<file path="src/rtl/mmio_peripheral_regs.sv">
// Memory-mapped register slave on the picorv32 native bus: board I/O, sticky key
// events, a free-running compare timer and a registered level interrupt.
module mmio_peripheral_regs #(
  parameter int          CLOCK_HZ       = 12_000_000,
  parameter logic [31:0] ID_VALUE       = 32'h0123_4568,
  parameter logic [3:0]  BASE_NIBBLE    = 4'h3,
  parameter int          NUM_LEDS       = 8,
  parameter int          NUM_KEYS       = 8,
  parameter int          NUM_SWITCHES   = 8,
  parameter int          NUM_COLOR_LEDS = 4,
  parameter int          NUM_DIGITS     = 4
) (
  input  logic                          clock,
  input  logic                          reset,
  input  logic                          mem_valid,
  input  logic [31:0]                   mem_addr,
  input  logic [31:0]                   mem_wdata,
  input  logic [3:0]                    mem_wstrb,
  output logic                          mem_ready,
  output logic [31:0]                   mem_rdata,
  input  logic [NUM_KEYS-1:0]           keys,
  input  logic [NUM_SWITCHES-1:0]       switches,
  output logic [NUM_LEDS-1:0]           led_out,
  output logic [3*NUM_COLOR_LEDS-1:0]   color_leds,
  output logic [6*NUM_DIGITS-1:0]       digits,
  output logic                          irq
);

  localparam logic [5:0] OFF_ID         = 6'h00;
  localparam logic [5:0] OFF_LED        = 6'h01;
  localparam logic [5:0] OFF_KEY        = 6'h02;
  localparam logic [5:0] OFF_SWITCH     = 6'h03;
  localparam logic [5:0] OFF_KEY_EVENT  = 6'h04;
  localparam logic [5:0] OFF_IRQ_ENABLE = 6'h05;
  localparam logic [5:0] OFF_COUNTER    = 6'h06;
  localparam logic [5:0] OFF_COMPARE    = 6'h07;
  localparam logic [5:0] OFF_IRQ_STATUS = 6'h08;
  localparam logic [5:0] OFF_CLOCK_HZ   = 6'h09;
  localparam logic [5:0] OFF_COLOR      = 6'h10;
  localparam logic [5:0] OFF_DIGIT      = 6'h18;

  logic                  accept;
  logic                  wr_en;
  logic [5:0]            offset;
  logic [31:0]           bmask;
  logic [31:0]           clr_bits;
  logic [31:0]           rd_word;
  logic [NUM_KEYS-1:0]   key_prev;
  logic [NUM_KEYS-1:0]   key_event;
  logic [NUM_KEYS-1:0]   key_set;
  logic [NUM_KEYS-1:0]   key_clr;
  logic [1:0]            irq_en;
  logic [31:0]           counter;
  logic [31:0]           compare;
  logic                  timer_flag;
  logic                  timer_match;
  logic                  timer_clr;
  logic [2:0]            color_reg [NUM_COLOR_LEDS];
  logic [5:0]            digit_reg [NUM_DIGITS];
  logic                  unused_bits;

  // Blocking on mem_ready spaces accepted requests at least two edges apart.
  assign accept   = mem_valid && !mem_ready && (mem_addr[31:28] == BASE_NIBBLE);
  assign wr_en    = accept && (mem_wstrb != 4'b0000);
  assign offset   = mem_addr[7:2];
  assign bmask    = {{8{mem_wstrb[3]}}, {8{mem_wstrb[2]}}, {8{mem_wstrb[1]}}, {8{mem_wstrb[0]}}};
  assign clr_bits = mem_wdata & bmask;

  // A fresh edge and a W1C in the same cycle leave the flag set.
  assign key_set     = keys & ~key_prev;
  assign key_clr     = (wr_en && offset == OFF_KEY_EVENT) ? clr_bits[NUM_KEYS-1:0] : '0;
  assign timer_match = (counter == compare);
  assign timer_clr   = wr_en && (offset == OFF_IRQ_STATUS) && clr_bits[1];

  assign unused_bits = ^{mem_addr[27:8], mem_addr[1:0], clr_bits};

  for (genvar g = 0; g < NUM_COLOR_LEDS; g++) begin : g_color
    assign color_leds[3*g +: 3] = color_reg[g];
  end

  for (genvar g = 0; g < NUM_DIGITS; g++) begin : g_digit
    assign digits[6*g +: 6] = digit_reg[g];
  end

  always_comb begin
    rd_word = '0;
    case (offset)
      OFF_ID:         rd_word = ID_VALUE;
      OFF_LED:        rd_word[NUM_LEDS-1:0] = led_out;
      OFF_KEY:        rd_word[NUM_KEYS-1:0] = keys;
      OFF_SWITCH:     rd_word[NUM_SWITCHES-1:0] = switches;
      OFF_KEY_EVENT:  rd_word[NUM_KEYS-1:0] = key_event;
      OFF_IRQ_ENABLE: rd_word[1:0] = irq_en;
      OFF_COUNTER:    rd_word = counter;
      OFF_COMPARE:    rd_word = compare;
      OFF_IRQ_STATUS: rd_word[1:0] = {timer_flag, |key_event};
      OFF_CLOCK_HZ:   rd_word = 32'(CLOCK_HZ);
      default:        rd_word = '0;
    endcase
    for (int i = 0; i < NUM_COLOR_LEDS; i++) begin
      if (offset == OFF_COLOR + 6'(i)) rd_word[2:0] = color_reg[i];
    end
    for (int i = 0; i < NUM_DIGITS; i++) begin
      if (offset == OFF_DIGIT + 6'(i)) rd_word[5:0] = digit_reg[i];
    end
  end

  // Keeps sampling through reset so a key held across reset raises no event.
  always_ff @(posedge clock) begin
    key_prev <= keys;
  end

  always_ff @(posedge clock) begin
    if (reset) begin
      mem_ready  <= 1'b0;
      mem_rdata  <= '0;
      led_out    <= '0;
      key_event  <= '0;
      irq_en     <= '0;
      counter    <= '0;
      compare    <= 32'hFFFF_FFFF;
      timer_flag <= 1'b0;
      irq        <= 1'b0;
      for (int i = 0; i < NUM_COLOR_LEDS; i++) color_reg[i] <= '0;
      for (int i = 0; i < NUM_DIGITS; i++) digit_reg[i] <= '0;
    end else begin
      mem_ready  <= accept;
      mem_rdata  <= accept ? rd_word : '0;
      counter    <= counter + 32'd1;
      key_event  <= (key_event & ~key_clr) | key_set;
      timer_flag <= timer_match | (timer_flag & ~timer_clr);
      irq        <= |({timer_flag, |key_event} & irq_en);

      if (wr_en) begin
        case (offset)
          OFF_LED:        led_out <= (led_out & ~bmask[NUM_LEDS-1:0]) |
                                     (mem_wdata[NUM_LEDS-1:0] & bmask[NUM_LEDS-1:0]);
          OFF_IRQ_ENABLE: irq_en  <= (irq_en & ~bmask[1:0]) | (mem_wdata[1:0] & bmask[1:0]);
          OFF_COMPARE:    compare <= (compare & ~bmask) | (mem_wdata & bmask);
          default:        ;
        endcase
        for (int i = 0; i < NUM_COLOR_LEDS; i++) begin
          if (offset == OFF_COLOR + 6'(i))
            color_reg[i] <= (color_reg[i] & ~bmask[2:0]) | (mem_wdata[2:0] & bmask[2:0]);
        end
        for (int i = 0; i < NUM_DIGITS; i++) begin
          if (offset == OFF_DIGIT + 6'(i))
            digit_reg[i] <= (digit_reg[i] & ~bmask[5:0]) | (mem_wdata[5:0] & bmask[5:0]);
        end
      end
    end
  end

endmodule

</file>
<file path="config.mk">
export PLATFORM = sky130hd
export DESIGN_NAME = mmio_peripheral_regs
export DESIGN_NICKNAME = d
export VERILOG_FILES = /design/src/rtl/mmio_peripheral_regs.sv
export SDC_FILE = /design/constraint.sdc
export NUM_CORES = 1
export LEC_CHECK = 0
export CAP_MARGIN = 20
export CORE_AREA = 3 3 126 128
export CTS_CLUSTER_SIZE = 24
export DETAILED_ROUTE_END_ITERATION = 8
export DIE_AREA = 0 0 129 131
export GPL_ROUTABILITY_DRIVEN = 0
export PLACE_DENSITY = 0.81
export RECOVER_POWER = 100
export SKIP_LAST_GASP = 1
export SLEW_MARGIN = 20
export SYNTH_ARGS = -nofsm -noshare
export SYNTH_HDL_FRONTEND = slang
export SYNTH_SLANG_ARGS = --single-unit
</file>
<file path="constraint.sdc">
create_clock -name clock -period 2.7 [get_ports clock]
set_input_delay 0.27 -clock clock [delete_from_list [all_inputs] [get_ports clock]]
set_output_delay 0.27 -clock clock [all_outputs]
set_load 0.01 [all_outputs]
</file>
Word-level counts from Yosys, hierarchy flattened
Memories as Yosys holds them, arrays and structs flattened.
Index checks and enable logic that the tools add are counted.
{"block": "word_totals", "reg_bits": 125, "ramBits": 36, "out_inout_bits": 78, "wordCells": 151, "mem_count": 2}
{"block": "classes", "addsub": 1, "n_eq_ne": 19, "n_mux": 54, "n_bitwise": 50, "reduce_logical": 15}
{"memory": "digit_reg", "words": 4, "width": 6, "read_ports": 4, "rd_ports_with_merged_regs": 0, "wr": 4, "line_no": "59", "source": "logic [5:0] digit_reg [NUM_DIGITS];"}
{"memory": "color_reg", "words": 4, "width": 3, "read_ports": 4, "rd_ports_with_merged_regs": 0, "wr": 4, "line_no": "58", "source": "logic [2:0] color_reg [NUM_COLOR_LEDS];"}
{"cell": "$pmux 24 s4", "count": 1}
{"cell": "$and 32x32->32", "count": 2}
{"cell": "$eq 6x5->1 const B", "count": 8}
{"cell": "$mux 6", "count": 8}
{"cell": "$pmux 6 s7", "count": 1}
{"cell": "$mux 1", "count": 34}
{"cell": "$add 32x1->32 const B", "count": 1}
{"cell": "$and 8x8->8", "count": 4}
{"cell": "$eq 32x32->1", "count": 1}
{"cell": "$not 32->32", "count": 1}
{"cell": "$or 32x32->32", "count": 1}
{"cell": "$and 6x6->6", "count": 5}
{"cell": "$eq 6x3->1 const B", "count": 4}
{"cell": "$mux 3", "count": 8}
{"cell": "$not 8->8", "count": 3}
{"cell": "$or 6x6->6", "count": 4}
{"cell": "$or 8x8->8", "count": 2}
{"cell": "$pmux 2 s8", "count": 1}
{"cell": "$and 3x3->3", "count": 5}
{"cell": "$eq 6x2->1 const B", "count": 2}
{"cell": "$eq 6x4->1 const B", "count": 2}
{"cell": "$or 3x3->3", "count": 4}
{"cell": "$or 1x1->1", "count": 9}
{"cell": "$mux 8", "count": 1}
{"cell": "other kinds (16)", "count": 27}

Logic depth before layout (Yosys ltp)
{"block": "depth", "depth_word": 10, "ltp_mapped": 8, "depth_no_buf": 7}

Worst setup path before layout
Ideal clock, no wire load.
{"block": "synth_path", "kind": "input -> register", "startpoint": "input mem_addr[5]", "endpoint": "register with a tool-made name", "t_arrival_ns": 1.764, "t_required_ns": 2.580, "slack_ns": 0.816, "path_stages": 7, "path_buffers": 3, "cell_sequence": "buf_6 > or4b_4 > nor2_4 > buf_6 > nand3_4 > buf_6 > a211o_1"}
{"item": "start, declared", "line_no": "16", "source": "input logic [31:0] mem_addr,"}

==> flow_summary_export.csv <==
group,metric,value,unit
hold_path,worst_hold_path_type,"in2reg",
sta,fmax,417,MHz
worst_setup_path,start_kind,"input pin",
synth,syn_area,7830,um2
synth,synth_flop_cell,"dfxtp_1",
routing,vias_per_cell,6.04,
cts,clkSinkCount,161,
hold_path,hp-start,"reset",
synth,syn_area_per_cell,9.09,um2
floorplanning,coreArea,15000,um2
sta,layout_min_cycle_time,2.40,ns
run_status,violations,"capacitance limit, slew limit",
final_layout,layout-drive-gt1-share,0.0823,
worst_setup_path,crit_start,"reset",
synth,ys_warn_count,0,
worst_setup_path,r2r_start,"mem_ready",
routing,drtPass1Iterations,8,
sta,tightest_slew,2.09,ns
cts,post_cts_buffers,0,
global_routing,grt_first_pass_wirelength,36500,um
synth,synthCells,862,
worst_setup_path,end_kind,"flip-flop",
cts,cts-root-buf,"clkbuf_16",
sta,finalCritPeriodShare,0.889,
final_layout,layout_common_cells,"125 x dfxtp_1, 105 x nor2_1, 87 x dlygate4sd3_1",
final_layout,layout_commonest_cell,"dfxtp_1",
cts,cts_buffer_depth,2,
sta,max-slew-margin-rel,-0.396,
sta,hold_viol_final,0,
cts,ctsHtreeMaxLevel,4,
routing,route.vias.total,7222,
worst_setup_path,cp.required,2.85,ns
sta,rsz0062_at_grt,"false",
placed_design,dpl.cell_count,1164,
routing,wl_per_cell,19.4,um
final_layout,fillers,1183,
floorplanning,rows,45,
routing,drt_iter0_drc,1079,
worst_setup_path,critical_path_class,"in2reg",
global_routing,grt_usage,0.277,
cts,cts_resized,0,
synth,synth_edf_count,36,
power_and_ir_drop,power.leakage,3.76,nW
cts,cts-hold-fix-buffers,0,
worst_setup_path,arrival,2.55,ns
worst_setup_path,critPathMaxFanout,49,
global_routing,grt_start_max_net_pins,50,
synth,async_flop_share,0,
cts,numCtsBuffers,17,
sta,drv_slew,50,
power_and_ir_drop,peakVddDrop,449,uV
global_routing,antenna_found_initial,0,
power_and_ir_drop,powerDensity,534,nW/um2
run_status,status,"complete, but fails checks",
sta,setup_viol,0,
cts,clock_latency,0.44,ns
final_layout,syn_to_final_growth,27.6,%
worst_setup_path,r2r_cells,5,
floorplanning,fp.dieH,131,um
placed_design,port-buffer-count,142,
placed_design,dp_hpwl,16600,um
routing,postRouteAntennaNets,0,
synth,synth_fp_nets,950,
flow_run,cap_viol_max_count,1,
final_layout,antenna_cells,0,
synth,synth-seq-cells,161,
final_layout,fin_nets,1083,
floorplanning,die_x,129,um
synth,synth.yosys.seq_area_share,0.457,
floorplanning,start_util,0.523,
cts,clkSlewWorstSetupHoldPaths,0.07,ns
cts,cts_tree,"done",
floorplanning,die_area,16900,um2
hold_path,min_path_cells,2,
global_routing,grt_pass1_vias,6851,
final_layout,finish.utilization,0.668,
sta,setup_tns,0,ns
final_layout,layout.cells.non_filler,1196,
routing,wl,23200,um
floorplanning,io-pin-count,165,
routing,drcViolationCount,0,
global_routing,grt_overflow,0,
sta,skew,0.00943,ns
synth,synth_cell_types,60,
## kinds of logic (layout without fill, tap and decap cells)
family,after synthesis,in the layout,share of synthesized area
AND/OR/NAND/NOR,309,309,0.211
flip-flops,161,161,0.457
adder cells (fa/ha/maj),1,1,0.00160
XOR/XNOR,55,55,0.0615
buffers and inverters,104,250,0.0567
multiplexers,29,29,0.0428
AO/OA/AOI/OAI,203,203,0.169
## critical path, cell delays in order
cell	delay (ns)
buf_2	0.16
clkbuf_1	1.52
o21bai_1	0.37
buf_4	0.22
## synthesized netlist by cell type (all sizes together) (2+ instances only)
cell	count	area (um2)
and3b	2	17.5
nand2b	38	238
a211oi	3	22.5
and3	5	31.3
xor2	17	149
clkbuf	36	135
o21ai	24	120
inv	40	150
or3	19	119
nand3	34	205
nor4	8	56.3
nor3	8	51.3
or2	2	12.5
buf	28	159
a31o	3	26.3
mux2	6	67.6
nand3b	7	52.6
nand4	25	156
a21oi	77	385
nor2	106	420
a31oi	4	25.0
and4	5	43.8
and2	2	12.5
mux4	3	67.6
a211o	32	280
xnor2	38	333
o21bai	16	120
a221oi	4	35.0
mux2i	20	200
dfxtp	125	2500
nand2	32	120
nor2b	12	75.1
edfxtp	36	1080
a22oi	27	203
## per-layer routing
metal	GRT usage	vias to the layer above	share of wire
met5	0	-	0
met4	0.129	0	0.031
met3	0.0618	66	0.085
met2	0.430	414	0.46
met1	0.371	3413	0.42
li1	-	3329	-
## final cells by class
class | count | area, um2 | share of cell area
timing repair buffer | 178 | 1670 | 0.167
tap | 188 | 235 | 0.0235
clock buffer | 18 | 429 | 0.0429
inverter | 40 | 150 | 0.0150
multi-input combinational | 597 | 3790 | 0.379
sequential | 161 | 3580 | 0.358
clock inverter | 14 | 145 | 0.0145
## worst paths after layout
kind / slack (ns) / endpoint
setup / recovery: 0.30 / digit_reg[3][2]
hold / removal: 0.34 / color_reg[2][1]
setup reg to reg: 0.50 / flip-flop
hold reg to reg: 0.51 / flip-flop
## power by group
part,switching (mW),internal (mW)
combinational,0.230,0.208
clock,1.07,1.30
sequential,0.0379,2.50
## metrics by stage
stage                     setup WS, ns  hold WS [ns]  power [mW]  instance area [um2]
after global routing             0.165         0.369        5.50                10000
after floorplan                  0.816         0.298        2.79                 7830
after global placement           0.279         0.488        3.02                 9490
final                            0.301         0.342        5.34                10000
after CTS                        0.530         0.321        5.36                10100
after detailed placement         0.199         0.493        3.03                 9490
No activity file was read; power rests on OpenSTA's default activity.
